**src/rtl/trig_seq_ctrl.sv**
```systemverilog
// Trigger configuration and sequencing controller for the capture front end.
// Holds the UART trigger config, qualifies the selected source by event count, sequences re-arm.
module trig_seq_ctrl #(
  parameter int unsigned CNT_W    = 8,
  parameter int unsigned HO_W     = 16,
  parameter logic [15:0] BAUD_RST = 16'd434
) (
  input  logic        clk,
  input  logic        rst,
  input  logic        cfg_wr,
  input  logic [2:0]  cfg_addr,
  input  logic [15:0] cfg_data,
  input  logic        arm,
  input  logic        disarm,
  input  logic        uart_trig,
  input  logic        spi_trig,
  input  logic        ch_trig,
  input  logic        cap_done,
  output logic [15:0] baud_cnt,
  output logic [7:0]  match,
  output logic [7:0]  mask,
  output logic        trig_out,
  output logic        armed,
  output logic        triggered,
  output logic        cfg_err
);

  localparam logic [1:0] StIdle    = 2'd0;
  localparam logic [1:0] StArmed   = 2'd1;
  localparam logic [1:0] StWaitCap = 2'd2;
  localparam logic [1:0] StHoldoff = 2'd3;

  logic [1:0]       state_q, state_d;
  logic [CNT_W-1:0] evt_cnt_q, evt_cnt_d;
  logic [HO_W-1:0]  ho_cnt_q, ho_cnt_d;
  logic             trig_q, trig_d;
  logic             cfg_err_q, cfg_err_d;

  logic [15:0]      baud_q;
  logic [7:0]       match_q;
  logic [7:0]       mask_q;
  logic [1:0]       src_sel_q;
  logic             auto_rearm_q;
  logic [CNT_W-1:0] match_n_q;
  logic [HO_W-1:0]  holdoff_q;

  logic             wr_bad;
  logic             wr_ok;
  logic             evt;
  logic [CNT_W-1:0] match_eff;
  logic [CNT_W:0]   evt_inc;
  logic             evt_hit;

  // Writes are only legal while idle and to the six mapped registers.
  assign wr_bad = cfg_wr && ((state_q != StIdle) || (cfg_addr[2:1] == 2'b11));
  assign wr_ok  = cfg_wr && !wr_bad;

  always_comb begin
    evt = 1'b0;
    unique case (src_sel_q)
      2'd0:    evt = uart_trig;
      2'd1:    evt = spi_trig;
      2'd2:    evt = ch_trig;
      default: evt = uart_trig | spi_trig | ch_trig;
    endcase
  end

  assign match_eff = (match_n_q == '0) ? CNT_W'(1) : match_n_q;
  assign evt_inc   = {1'b0, evt_cnt_q} + (CNT_W + 1)'(1);
  assign evt_hit   = evt_inc >= {1'b0, match_eff};

  always_comb begin
    state_d   = state_q;
    evt_cnt_d = evt_cnt_q;
    ho_cnt_d  = ho_cnt_q;
    trig_d    = 1'b0;
    cfg_err_d = wr_bad;
    if (disarm) begin
      state_d   = StIdle;
      evt_cnt_d = '0;
      ho_cnt_d  = '0;
    end else begin
      unique case (state_q)
        StIdle: begin
          if (arm) begin
            state_d   = StArmed;
            evt_cnt_d = '0;
          end
        end
        StArmed: begin
          if (evt) begin
            if (evt_cnt_q != '1) evt_cnt_d = evt_cnt_q + CNT_W'(1);
            if (evt_hit) begin
              state_d = StWaitCap;
              trig_d  = 1'b1;
            end
          end
        end
        StWaitCap: begin
          if (cap_done) begin
            if (!auto_rearm_q) begin
              state_d = StIdle;
            end else if (holdoff_q == '0) begin
              state_d   = StArmed;
              evt_cnt_d = '0;
            end else begin
              state_d  = StHoldoff;
              ho_cnt_d = holdoff_q;
            end
          end
        end
        default: begin
          ho_cnt_d = ho_cnt_q - HO_W'(1);
          if (ho_cnt_q == HO_W'(1)) begin
            state_d   = StArmed;
            evt_cnt_d = '0;
          end
        end
      endcase
    end
  end

  always_ff @(posedge clk) begin
    if (rst) begin
      state_q   <= StIdle;
      evt_cnt_q <= '0;
      ho_cnt_q  <= '0;
      trig_q    <= 1'b0;
      cfg_err_q <= 1'b0;
    end else begin
      state_q   <= state_d;
      evt_cnt_q <= evt_cnt_d;
      ho_cnt_q  <= ho_cnt_d;
      trig_q    <= trig_d;
      cfg_err_q <= cfg_err_d;
    end
  end

  always_ff @(posedge clk) begin
    if (rst) begin
      baud_q       <= BAUD_RST;
      match_q      <= '0;
      mask_q       <= '0;
      src_sel_q    <= '0;
      auto_rearm_q <= 1'b0;
      match_n_q    <= CNT_W'(1);
      holdoff_q    <= '0;
    end else if (wr_ok) begin
      unique case (cfg_addr)
        3'd0: baud_q    <= cfg_data;
        3'd1: match_q   <= cfg_data[7:0];
        3'd2: mask_q    <= cfg_data[7:0];
        3'd3: begin
          src_sel_q    <= cfg_data[1:0];
          auto_rearm_q <= cfg_data[2];
        end
        3'd4: match_n_q <= cfg_data[CNT_W-1:0];
        3'd5: holdoff_q <= cfg_data[HO_W-1:0];
        default: ;
      endcase
    end
  end

  assign baud_cnt  = baud_q;
  assign match     = match_q;
  assign mask      = mask_q;
  assign trig_out  = trig_q;
  assign armed     = (state_q == StArmed);
  assign triggered = (state_q == StWaitCap);
  assign cfg_err   = cfg_err_q;

endmodule

```
**config.mk**
```make
export PLATFORM = sky130hd
export DESIGN_NAME = trig_seq_ctrl
export DESIGN_NICKNAME = d
export VERILOG_FILES = /design/src/rtl/trig_seq_ctrl.sv
export SDC_FILE = /design/constraint.sdc
export NUM_CORES = 1
export LEC_CHECK = 0
export CORE_AREA = 10 10 99 101
export DETAILED_ROUTE_END_ITERATION = 12
export DIE_AREA = 0 0 109 111
export GPL_TIMING_DRIVEN = 0
export PLACE_DENSITY = 0.79
export SYNTH_ARGS = -nofsm -noshare
export SYNTH_HDL_FRONTEND = slang
export SYNTH_SLANG_ARGS = --single-unit
```
**constraint.sdc**
```tcl
create_clock -name clk -period 2.8 [get_ports clk]
set_clock_uncertainty 0.2 [all_clocks]
set_input_delay 0.42 -clock clk [delete_from_list [all_inputs] [get_ports clk]]
set_output_delay 0.42 -clock clk [all_outputs]
set_load 0.05 [all_outputs]
```
; ---- Yosys cells after proc, flatten, opt, wreduce, memory -nomap -nowiden
; Cells that the tools add are included.
[totals]
reg_bits = 87
in_bits = 28
word_cells = 87
[op_classes]
add_sub_neg = 3
n_lt_le_gt_ge = 1
n_eq_ne = 20
n_mux = 23
bitwise_logic = 5
n_reduce_logical = 23
[op_table]
columns = cell, count
row1 = 2-to-1 mux 8 bit, 8
row2 = 2-to-1 mux 16 bit, 3
row3 = one-hot mux 16 bit (2 select lines), 1
row4 = one-hot mux 8 bit (3 select lines), 1
row5 = "== test 16 x 1 -> 1 bit, second input constant", 1
row6 = zero test 16 bit, 1
row7 = "subtractor 16 x 1 -> 16 bit, second input constant", 1
row8 = 2-to-1 mux 2 bit, 7
row9 = AND reduction 2 bit, 6
row10 = "!= test 2 x 1 -> 1 bit, second input constant", 5
row11 = "adder 8 x 1 -> 9 bit, second input constant", 1
row12 = >= comparator 9 x 8 -> 1 bit, 1
row13 = "adder 8 x 1 -> 8 bit, second input constant", 1
row14 = zero test 8 bit, 1
row15 = "!= test 8 bit, second input constant", 1
row16 = AND reduction 7 bit, 1
row17 = "== test 2 bit, second input constant", 3
row18 = "== test 3 x 2 -> 1 bit, second input constant", 2
row19 = "== test 3 bit, second input constant", 2
row20 = "!= test 2 bit, second input constant", 3
row21 = one-hot mux 2 bit (3 select lines), 1
row22 = AND reduction 5 bit, 1
row23 = "== test 2 x 1 -> 1 bit, second input constant", 2
row24 = zero test 2 bit, 2
row25 = 14 further kinds, 19

; ---- Logic depth before layout (Yosys ltp)
; Gate-level depths: netlist of the first run.
[logic_depth]
ltp_word = 6
depth_mapped = 10
mapped_depth_nobuf = 10

; ---- Worst setup path before layout of the first run
; Ideal clock, no wire load.
[synth_path]
kind = register to register
start = register evt_cnt_q[0]
end = register state_q[0]
setup_ns = 0.128
t_arrival_ns = 2.080
slack_ns = 0.392
path_stages_with_launch = 11
cell_sequence = dfxtp_1 -> ha_1 -> nand2_1 -> nor2_1 -> xor2_1 -> ha_1 -> and3_1 -> a221o_1 -> nor2_1 -> a31oi_1 -> mux2i_1
[synth_via]
elab_chain_cells = 4
[synth_lines]
columns = element, line
row1 = from (decl), 34  ; logic [CNT_W-1:0] evt_cnt_q, evt_cnt_d;
row2 = from (signal assigned), 132  ; evt_cnt_q <= evt_cnt_d;
row3 = adder 8 x 1 -> 9 bit, 69  ; assign evt_inc = {1'b0, evt_cnt_q} + (CNT_W + 1)'(1);
row4 = >= comparator 9 x 8 -> 1 bit, 70  ; assign evt_hit = evt_inc >= {1'b0, match_eff};
row5 = != test 2 x 1 -> 1 bit (no line), n/a
row6 = AND reduction 5 bit (no line), n/a
row7 = to (signal assigned), 125  ; state_q <= StIdle;
row8 = to (signal assigned), 131  ; state_q <= state_d;
row9 = to (decl), 33  ; logic [1:0] state_q, state_d;
; Every way passes these cells.
; A chain may end at the register's enable or synchronous reset.

; ---- Final worst setup path of the first run
; Ends and elaborated chain as after synthesis.

==> results of run 1 <==
-- power breakdown --
part	switching, uW	internal (uW)
clock network	476	597
registers	26.0	1270
logic	268	184
total	770	2050
-- kinds of logic after synthesis --
group / after synthesis / synth area share (%)
simple gates: 215 / 24.6
xor+xnor: 6 / 1.26
mux: 36 / 8.64
fa+ha+maj: 14 / 4.20
flops: 87 / 41.7
compound gates: 104 / 15.5
buf+inv: 41 / 4.14
-- how the worst min path moves through the flow --
stage	endpoint	from	cells after the start	slack, ps
after floorplan	ho_cnt_q[1]$_SDFFE_PP0P_	ho_cnt_q[1]$_SDFFE_PP0P_	2	240
after global placement	baud_cnt[2]$_SDFFE_PP0P_	baud_cnt[2]$_SDFFE_PP0P_	2	240
after detailed placement	baud_cnt[11]$_SDFFE_PP0P_	baud_cnt[11]$_SDFFE_PP0P_	2	250
after CTS	baud_cnt[11]$_SDFFE_PP0P_	baud_cnt[11]$_SDFFE_PP0P_	2	260
after global routing	baud_cnt[6]$_SDFFE_PP0P_	baud_cnt[6]$_SDFFE_PP0P_	2	290
final	baud_cnt[12]$_SDFFE_PP0P_	baud_cnt[12]$_SDFFE_PP0P_	2	260
-- final cells by class --
type | count | area [sq um]
Inverter | 14 | 52.6
Buffer | 27 | 120
Tap cell | 105 | 131
Sequential cell | 87 | 1750
Clock inverter | 6 | 118
Multi-Input combinational cell | 375 | 2260
Timing Repair Buffer | 62 | 621
Clock buffer | 9 | 124
Fill cell | 659 | 2790
-- repair_timing --
item | in CTS | in global routing
gates resized for setup | 0 | 4
endpoints found under the hold margin | 0 | 0
setup endpoints to repair | 0 | 2
-- worst reg2reg max path, cell delays in order (launching register included) --
cell,delay [ps]
sky130_fd_sc_hd__dfxtp_2,390
sky130_fd_sc_hd__ha_1,250
sky130_fd_sc_hd__nand2_1,70
sky130_fd_sc_hd__nor2_1,110
sky130_fd_sc_hd__xor2_1,250
sky130_fd_sc_hd__ha_1,290
sky130_fd_sc_hd__and3_1,190
sky130_fd_sc_hd__a221o_1,320
sky130_fd_sc_hd__nor2_1,120
sky130_fd_sc_hd__a31oi_1,170
sky130_fd_sc_hd__mux2i_1,160
-- layout by cell type (no fill, tap or decap), types with 7 or more instances in the layout --
cell type,n
sky130_fd_sc_hd__nand2_1,101
sky130_fd_sc_hd__dfxtp_1,84
sky130_fd_sc_hd__clkdlybuf4s50_1,62
sky130_fd_sc_hd__a21oi_1,50
sky130_fd_sc_hd__nor2_1,46
sky130_fd_sc_hd__mux2i_1,36
sky130_fd_sc_hd__clkbuf_1,20
sky130_fd_sc_hd__nand3_1,14
sky130_fd_sc_hd__o21ai_0,14
sky130_fd_sc_hd__ha_1,14
sky130_fd_sc_hd__inv_1,13
sky130_fd_sc_hd__clkbuf_8,9
sky130_fd_sc_hd__nor4_1,8
sky130_fd_sc_hd__nand3b_1,7
-- layer usage --
| layer | vias up | share of wire, % | GRT usage [%] |
|---|---|---|---|
| met5 | - | 0 | 0 |
| li1 | 1914 | - | - |
| met2 | 159 | 46 | 28.8 |
| met4 | 0 | 1.9 | 6.51 |
| met1 | 1783 | 41 | 23.7 |
| met3 | 23 | 11 | 7.79 |
-- through the flow --
| step | TNS [ps] | hold slack [ps] | util, % |
|---|---|---|---|
| floorplan | 0 | 245 | - |
| global placement | 0 | 242 | 61.8 |
| detailed placement | 0 | 247 | 61.8 |
| CTS | 0 | 260 | 64.8 |
| global route | -34.3 | 285 | 64.9 |
| finish | 0 | 260 | 64.9 |
-- flip-flops by register name, indices dropped and copies added, names as in the netlist --
signal,cells
state_q,2
mask,8
src_sel_q,2
ho_cnt_q,16
evt_cnt_q,8
holdoff_q,16
baud_cnt,16
cfg_err,1
trig_out,1
match,8
match_n_q,8
auto_rearm_q,1
==> tab_implementation.tex, run 1 <==
\begin{tabular}{lr}
\hline
Metric & Value \\
\hline
\multicolumn{2}{l}{\textbf{Placement}} \\
\quad Number of input and output port buffers inserted & between 60 and 70 \\
\quad Final estimated routing congestion in global placement & slightly below 0.9 \\
\quad DP Wirelength & between 8000 and 9000 microns \\
\quad Post-Place Cells & 670 \\
\quad Worst Setup Slack post-DPL & around 140 ps \\
\quad Standard cell area after detailed placement & approximately 4900 sq um \\
\multicolumn{2}{l}{\textbf{Hold path}} \\
\quad Worst hold path type & reg2reg \\
\multicolumn{2}{l}{\textbf{STA}} \\
\quad Crit share post-route & a little over nine tenths \\
\quad Total count of max-transition violations in the final report & 0 \\
\quad Worst setup margin & around 160 ps \\
\quad Setup-violating endpoint count in the final report & 0 \\
\quad Slew at the pin closest to its max-slew limit & 819 ps \\
\quad Hold violation total from the final report & 0 \\
\quad Relative slew slack & a little under half \\
\quad Final period demand of the worst path & $\sim$2600 ps \\
\quad FMAX & 378 MHz \\
\multicolumn{2}{l}{\textbf{Clocking}} \\
\quad Root buffer cell & sky130\_fd\_sc\_hd\_\_clkbuf\_8 \\
\quad TritonCTS clock tree & built \\
\quad Worst-path clk slew & about 90 ps \\
\quad Setup fix buffers added after clock tree synthesis & 0 \\
\quad Hold Buf Count CTS & 0 \\
\quad Number of sinks driven by the clock tree & 87 \\
\quad Cts bufs inserted & 9 \\
\quad CTS HTree Levels & 3 \\
\quad Clock buffer depth & 2 \\
\quad Worst-skew pair later-pin latency & between 300 and 400 ps \\
\multicolumn{2}{l}{\textbf{Floorplan}} \\
\quad Die W & 109 microns \\
\quad Die area & 12100 sq um \\
\quad Floorplan core area & about 8000 sq um \\
\quad Cell row count & 33 \\
\quad Die Span Y & roughly 110 microns \\
\quad Top Ports & 64 \\
\quad Effective utilization at floorplan & around 52\% \\
\multicolumn{2}{l}{\textbf{Setup path}} \\
\quad Data required time at the worst endpoint & roughly 2800 ps \\
\quad Arrival time of data at the critical path endpoint & approximately 2700 ps \\
\quad Worst-case reg-to-reg path depth & 10 \\
\quad Kind of capture point of the worst setup path & flop \\
\quad Family of cells with the greatest summed delay on the critical path & adder cells \\
\quad WP buf/inv & 0 \\
\quad Reg-to-Reg End & state\_q[0]\$\_SDFFE\_PP0P\_ \\
\quad Startpoint of the worst register-to-register path & evt\_cnt\_q[0]\$\_SDFFE\_PP0P\_ \\
\quad Setup slack of the most critical reg-to-reg path & around 160 ps \\
\quad Path type of the worst setup path & reg2reg \\
\quad Critical path origin & evt\_cnt\_q[0]\$\_SDFFE\_PP0P\_ \\
\quad Ordered list of cells on the worst path & ha\_1 -> nand2\_1 -> nor2\_1 -> xor2\_1 -> ha\_1 -> and3\_1 -> a221o\_1 -> nor2\_1 -> a31oi\_1 -> mux2i\_1 \\
\quad Last element of the critical path & state\_q[0]\$\_SDFFE\_PP0P\_ \\
\quad Slowest stage cell, crit path & sky130\_fd\_sc\_hd\_\_dfxtp\_2 \\
\quad Max Fanout on Critical Path & 6 \\
\quad Critical path's largest stage delay & roughly 400 ps \\
\quad Critical path startpoint category & flop \\
\quad Total number of cells along the worst setup path & 10 \\
\multicolumn{2}{l}{\textbf{Global routing}} \\
\quad Initial antenna violation count & 0 \\
\quad Global Route Usage Sum & a little under a fifth \\
\quad GRT overflow & 0 \\
\quad First-pass GRT wire length & 18900 microns \\
\quad Pin count of the biggest net entering global routing & 16 \\
\quad Via count of the first global-routing pass & between 3k and 4k \\
\multicolumn{2}{l}{\textbf{Drt}} \\
\quad Total wirelength of the detailed-routed design & around 11000 microns \\
\quad Initial DRT Pass Iterations & 5 \\
\quad Number of vias in the routed layout & between 3k and 4k \\
\quad Remaining design rule violation count & 0 \\
\quad Number of vias per cell & about 5.7 \\
\quad First DRT Iteration DRCs & 192 \\
\quad Remaining antenna violation count after routing & 0 \\
\quad WL/cell & roughly 16 microns \\
\multicolumn{2}{l}{\textbf{Yosys}} \\
\quad Async SR Flop Fraction & 0\% \\
\quad Total of warnings raised by yosys & 0 \\
\quad Proportion of synthesized chip area in sequential cells & between 40\% and 50\% \\
\quad Cell area after synthesis & between 4000 and 5000 sq um \\
\quad Post-Synthesis Cells & just over 500 \\
\quad Average size of a mapped cell & 8.30 sq um \\
\quad Post-synth net total & 545 \\
\quad Top cell types by occurrence after synthesis & sky130\_fd\_sc\_hd\_\_nand2\_1 (101), sky130\_fd\_sc\_hd\_\_dfxtp\_1 (87), sky130\_fd\_sc\_hd\_\_a21oi\_1 (50), sky130\_fd\_sc\_hd\_\_nor2\_1 (46), sky130\_fd\_sc\_hd\_\_mux2i\_1 (36) \\
\quad Most frequent cell after synthesis & sky130\_fd\_sc\_hd\_\_nand2\_1 \\
\quad Synthesized flop and latch total & 87 \\
\quad Number of enable-type register cells in the synthesized netlist & 0 \\
\quad Area share of the leading cell type in the synthesized netlist & 41.7\% \\
\quad Leading area contributor after synthesis & sky130\_fd\_sc\_hd\_\_dfxtp\_1 \\
\quad Top cells by area in the synthesized netlist & sky130\_fd\_sc\_hd\_\_dfxtp\_1 (42\%), sky130\_fd\_sc\_hd\_\_nand2\_1 (9.1\%), sky130\_fd\_sc\_hd\_\_mux2i\_1 (8.6\%) \\
\quad Most used DFF post-synth & sky130\_fd\_sc\_hd\_\_dfxtp\_1 \\
\quad Count of different cell masters after synthesis & between 50 and 60 \\
\multicolumn{2}{l}{\textbf{Cells and area}} \\
\quad Share of layout cells above drive strength 1 & about 7.2\% \\
\quad Number of cells in the finished layout apart from fillers & between 600 and 700 \\
\quad Final antenna diode count & 0 \\
\quad Post-route cell area & just over 5000 sq um \\
\quad Synthesis-to-layout area growth & 24.0\% \\
\quad Post-layout net count & roughly 600 \\
\multicolumn{2}{l}{\textbf{Power and ir drop}} \\
\quad Peak ir drop on the vdd network & around 0.37 mV \\
\quad Leakage Power & $\sim$0.0019 uW \\
\quad Power per cell area & 545 nW/um\^{}2 \\
\quad Power consumption & roughly 2800 uW \\
\multicolumn{2}{l}{\textbf{Status}} \\
\quad Status & finished clean \\
\multicolumn{2}{l}{\textbf{Flow run}} \\
\quad MaxCap Viol Count & 0 \\
\hline
\end{tabular}
Power figures use the tool's default switching activity.
==> run 2, diff against run 1 <==
- PLACE_DENSITY: 0.79 -> 0.77
- clock period: 2.8 -> 2.45 ns (I/O delays scaled with it)
==> tab_implementation.tex, run 2 (same netlist as run 1, synthesis figures left out) <==
\begin{tabular}{lr}
\hline
Metric & Value \\
\hline
\multicolumn{2}{l}{\textbf{STA}} \\
\quad Relative slew slack & 48.4\% (was 45.1\%) \\
\quad Hold slack & 261 ps (was 260 ps) \\
\quad FMAX & 412 MHz (was 378 MHz) \\
\quad Hold violation total from the final report & 0 (unchanged) \\
\quad Final period demand of the worst path & 2430 ps (was 2640 ps) \\
\quad Setup-violating endpoint count in the final report & 0 (unchanged) \\
\quad Slew at the pin closest to its max-slew limit & 769 ps (was 819 ps) \\
\quad Crit share post-route & 99.0\% (was 94.4\%) \\
\quad Final total negative setup slack & 0 ps (unchanged) \\
\quad Unrepaired setup endpoints after global routing & yes \\
\quad Total count of max-transition violations in the final report & 0 (unchanged) \\
\multicolumn{2}{l}{\textbf{Setup path}} \\
\quad Critical path startpoint category & flop (unchanged) \\
\quad Last element of the critical path & state\_q[0]\$\_SDFFE\_PP0P\_ (unchanged) \\
\quad Worst-case reg-to-reg path depth & 10 (unchanged) \\
\quad Setup slack of the most critical reg-to-reg path & 20 ps (was 160 ps) \\
\quad Reg-to-Reg End & state\_q[0]\$\_SDFFE\_PP0P\_ (unchanged) \\
\quad Startpoint of the worst register-to-register path & evt\_cnt\_q[3]\$\_SDFFE\_PP0P\_ (was evt\_cnt\_q[0]\$\_SDFFE\_PP0P\_) \\
\quad Path type of the worst setup path & reg2reg (unchanged) \\
\quad Max Fanout on Critical Path & 4 (was 6) \\
\quad Critical path origin & evt\_cnt\_q[3]\$\_SDFFE\_PP0P\_ (was evt\_cnt\_q[0]\$\_SDFFE\_PP0P\_) \\
\quad Kind of capture point of the worst setup path & flop (unchanged) \\
\quad Data required time at the worst endpoint & 2490 ps (was 2830 ps) \\
\quad Arrival time of data at the critical path endpoint & 2460 ps (was 2680 ps) \\
\multicolumn{2}{l}{\textbf{Clocking}} \\
\quad Hold Buf Count CTS & 0 (unchanged) \\
\quad Clock buffer depth & 2 (unchanged) \\
\quad Root buffer cell & sky130\_fd\_sc\_hd\_\_clkbuf\_8 (unchanged) \\
\quad Worst-skew pair later-pin latency & 350 ps (was 360 ps) \\
\quad Number of sinks driven by the clock tree & 87 (unchanged) \\
\quad Worst-path clk slew & 100 ps (was 90 ps) \\
\quad Cts bufs inserted & 9 (unchanged) \\
\quad CTS HTree Levels & 3 (unchanged) \\
\quad TritonCTS clock tree & built (unchanged) \\
\multicolumn{2}{l}{\textbf{Cells and area}} \\
\quad Post-route cell area & 5360 sq um (was 5170 sq um) \\
\quad Post-layout net count & 625 (was 618) \\
\quad Most common library cell in the layout ignoring fill and taps & sky130\_fd\_sc\_hd\_\_nand2\_1 (unchanged) \\
\quad Post-layout utilization of the core & 67.3\% (was 64.9\%) \\
\quad Number of inserted filler cells in the final layout & 653 (was 659) \\
\quad Synthesis-to-layout area growth & 28.5\% (was 24.0\%) \\
\quad Final antenna diode count & 0 (unchanged) \\
\quad Top library cells by usage in the layout, fill and taps aside & sky130\_fd\_sc\_hd\_\_nand2\_1 (98), sky130\_fd\_sc\_hd\_\_dfxtp\_1 (80), sky130\_fd\_sc\_hd\_\_clkdlybuf4s50\_1 (61) (was sky130\_fd\_sc\_hd\_\_nand2\_1 (101), sky130\_fd\_sc\_hd\_\_dfxtp\_1 (84), sky130\_fd\_sc\_hd\_\_clkdlybuf4s50\_1 (62)) \\
\quad Share of layout cells above drive strength 1 & 12.4\% (was 7.24\%) \\
\multicolumn{2}{l}{\textbf{Global routing}} \\
\quad GRT overflow & 0 (unchanged) \\
\quad First-pass GRT wire length & 19100 microns (was 18900 microns) \\
\quad Most used routing layer in global routing & met2 (unchanged) \\
\quad Via count of the first global-routing pass & 3888 (was 3812) \\
\quad Initial antenna violation count & 0 (unchanged) \\
\quad Pin count of the biggest net entering global routing & 17 (was 16) \\
\quad Global Route Usage Sum & 19.2\% (was 19.0\%) \\
\quad GR Util met2 & 29.9\% (was 28.8\%) \\
\quad Global routing met3 resource utilization & 6.16\% (was 7.79\%) \\
\quad Met1 global-route usage & 23.9\% (was 23.7\%) \\
\multicolumn{2}{l}{\textbf{Power and ir drop}} \\
\quad Peak ir drop on the vdd network & 0.320 mV (was 0.366 mV) \\
\quad Power per cell area & 548 nW/um\^{}2 (was 545 nW/um\^{}2) \\
\quad Leakage Power & 0.00201 uW (was 0.00194 uW) \\
\multicolumn{2}{l}{\textbf{Floorplan}} \\
\quad Effective utilization at floorplan & 52.4\% (unchanged) \\
\quad Die W & 109 microns (unchanged) \\
\quad Die Span Y & 111 microns (unchanged) \\
\quad Floorplan core area & 7970 sq um (unchanged) \\
\quad Die area & 12100 sq um (unchanged) \\
\quad Cell row count & 33 (unchanged) \\
\quad Top Ports & 64 (unchanged) \\
\multicolumn{2}{l}{\textbf{Drt}} \\
\quad Number of vias in the routed layout & 3983 (was 3879) \\
\quad First DRT Iteration DRCs & 222 (was 192) \\
\quad Initial DRT Pass Iterations & 5 (unchanged) \\
\quad WL/cell & 16.8 microns (was 16.4 microns) \\
\quad Number of vias per cell & 5.76 (was 5.66) \\
\quad Total wirelength of the detailed-routed design & 11700 microns (was 11300 microns) \\
\quad Remaining antenna violation count after routing & 0 (unchanged) \\
\quad Remaining design rule violation count & 0 (unchanged) \\
\multicolumn{2}{l}{\textbf{Hold path}} \\
\quad Worst hold path type & reg2reg (unchanged) \\
\multicolumn{2}{l}{\textbf{Placement}} \\
\quad Number of input and output port buffers inserted & 62 (unchanged) \\
\quad Final estimated routing congestion in global placement & 0.919 (was 0.887) \\
\quad DP Wirelength & 8490 microns (was 8310 microns) \\
\quad Standard cell area after detailed placement & 4920 sq um (unchanged) \\
\multicolumn{2}{l}{\textbf{Status}} \\
\quad Status & finished clean (unchanged) \\
\multicolumn{2}{l}{\textbf{Flow run}} \\
\quad MaxCap Viol Count & 0 (unchanged) \\
\hline
\end{tabular}
-- run 2: cell types whose count changed in the layout (fill, tap and decap cells not counted), moves of 4 or more --
| cell | delta |
|---|---|
| sky130_fd_sc_hd__dfxtp_4 | +6 |
| sky130_fd_sc_hd__ha_1 | -4 |
| sky130_fd_sc_hd__buf_4 | +7 |
| sky130_fd_sc_hd__dfxtp_1 | -4 |
-- run 2: cell type report --
class                           instances  area, sq um  area share [%]
Clock inverter                          6         52.6           0.980
Clock buffer                            9          124            2.31
Tap cell                              105          131            2.45
Multi-Input combinational cell        375         2430            45.3
Sequential cell                        87         1770            32.9
Inverter                               14         52.6           0.980
Timing Repair Buffer                   71          694            12.9
Buffer                                 25          113            2.10
-- run 2: critical path, stage by stage, from the launching register on --
cell and delay (ps):
sky130_fd_sc_hd__dfxtp_4 380, sky130_fd_sc_hd__nand3_4 110, sky130_fd_sc_hd__buf_6 140, sky130_fd_sc_hd__nor2_4 120
sky130_fd_sc_hd__xor2_2 190, sky130_fd_sc_hd__ha_1 270, sky130_fd_sc_hd__and3_4 160, sky130_fd_sc_hd__a221o_1 350
sky130_fd_sc_hd__nor2_4 140, sky130_fd_sc_hd__a31oi_4 110, sky130_fd_sc_hd__mux2i_1 130
-- run 2: worst min-delay path by stage --
| stage | slack [ps] | start | cells past startpoint | to |
|---|---|---|---|---|
| 6_report | 260 | baud_cnt[3]$_SDFFE_PP0P_ | 2 | baud_cnt[3]$_SDFFE_PP0P_ |
| 5_1_grt | 290 | baud_cnt[15]$_SDFFE_PP0P_ | 2 | baud_cnt[15]$_SDFFE_PP0P_ |
| 4_1_cts | 260 | baud_cnt[3]$_SDFFE_PP0P_ | 2 | baud_cnt[3]$_SDFFE_PP0P_ |
| 3_5_place_dp | 250 | baud_cnt[3]$_SDFFE_PP0P_ | 2 | baud_cnt[3]$_SDFFE_PP0P_ |
| 3_3_place_gp | 240 | baud_cnt[0]$_SDFFE_PP0P_ | 2 | baud_cnt[0]$_SDFFE_PP0P_ |
| 2_1_floorplan | 240 | ho_cnt_q[1]$_SDFFE_PP0P_ | 2 | ho_cnt_q[1]$_SDFFE_PP0P_ |
-- run 2: per-layer routing --
layer | vias to the layer above | wire length (microns)
li1 | 1912 | -
met1 | 1881 | 5060
met2 | 166 | 5300
met3 | 24 | 1030
met4 | 0 | 256
met5 | - | 0
-- run 2: power breakdown --
group          internal (uW)  switching (uW)  leakage (uW)
Clock                    381             554     0.0000846
Sequential              1440            30.3      0.000709
Combinational            215             315       0.00121
-- run 2: stage by stage --
step,cells,setup slack (ps),total power (uW)
after global placement,670,-166,2010
after detailed placement,670,-233,2020
after global routing,692,-62.9,3050
final,692,23.9,2940
after CTS,690,-2.06,2930
after floorplan,503,42.3,1850
-- run 2: repair_timing --
item | in CTS | in global routing
pin swaps | 11 | 17
setup buffers | 5 | 4
gates resized for setup | 29 | 17
gates cloned | 0 | 0
hold endpoints to repair | 0 | 0
setup endpoints to repair | 4 | 34
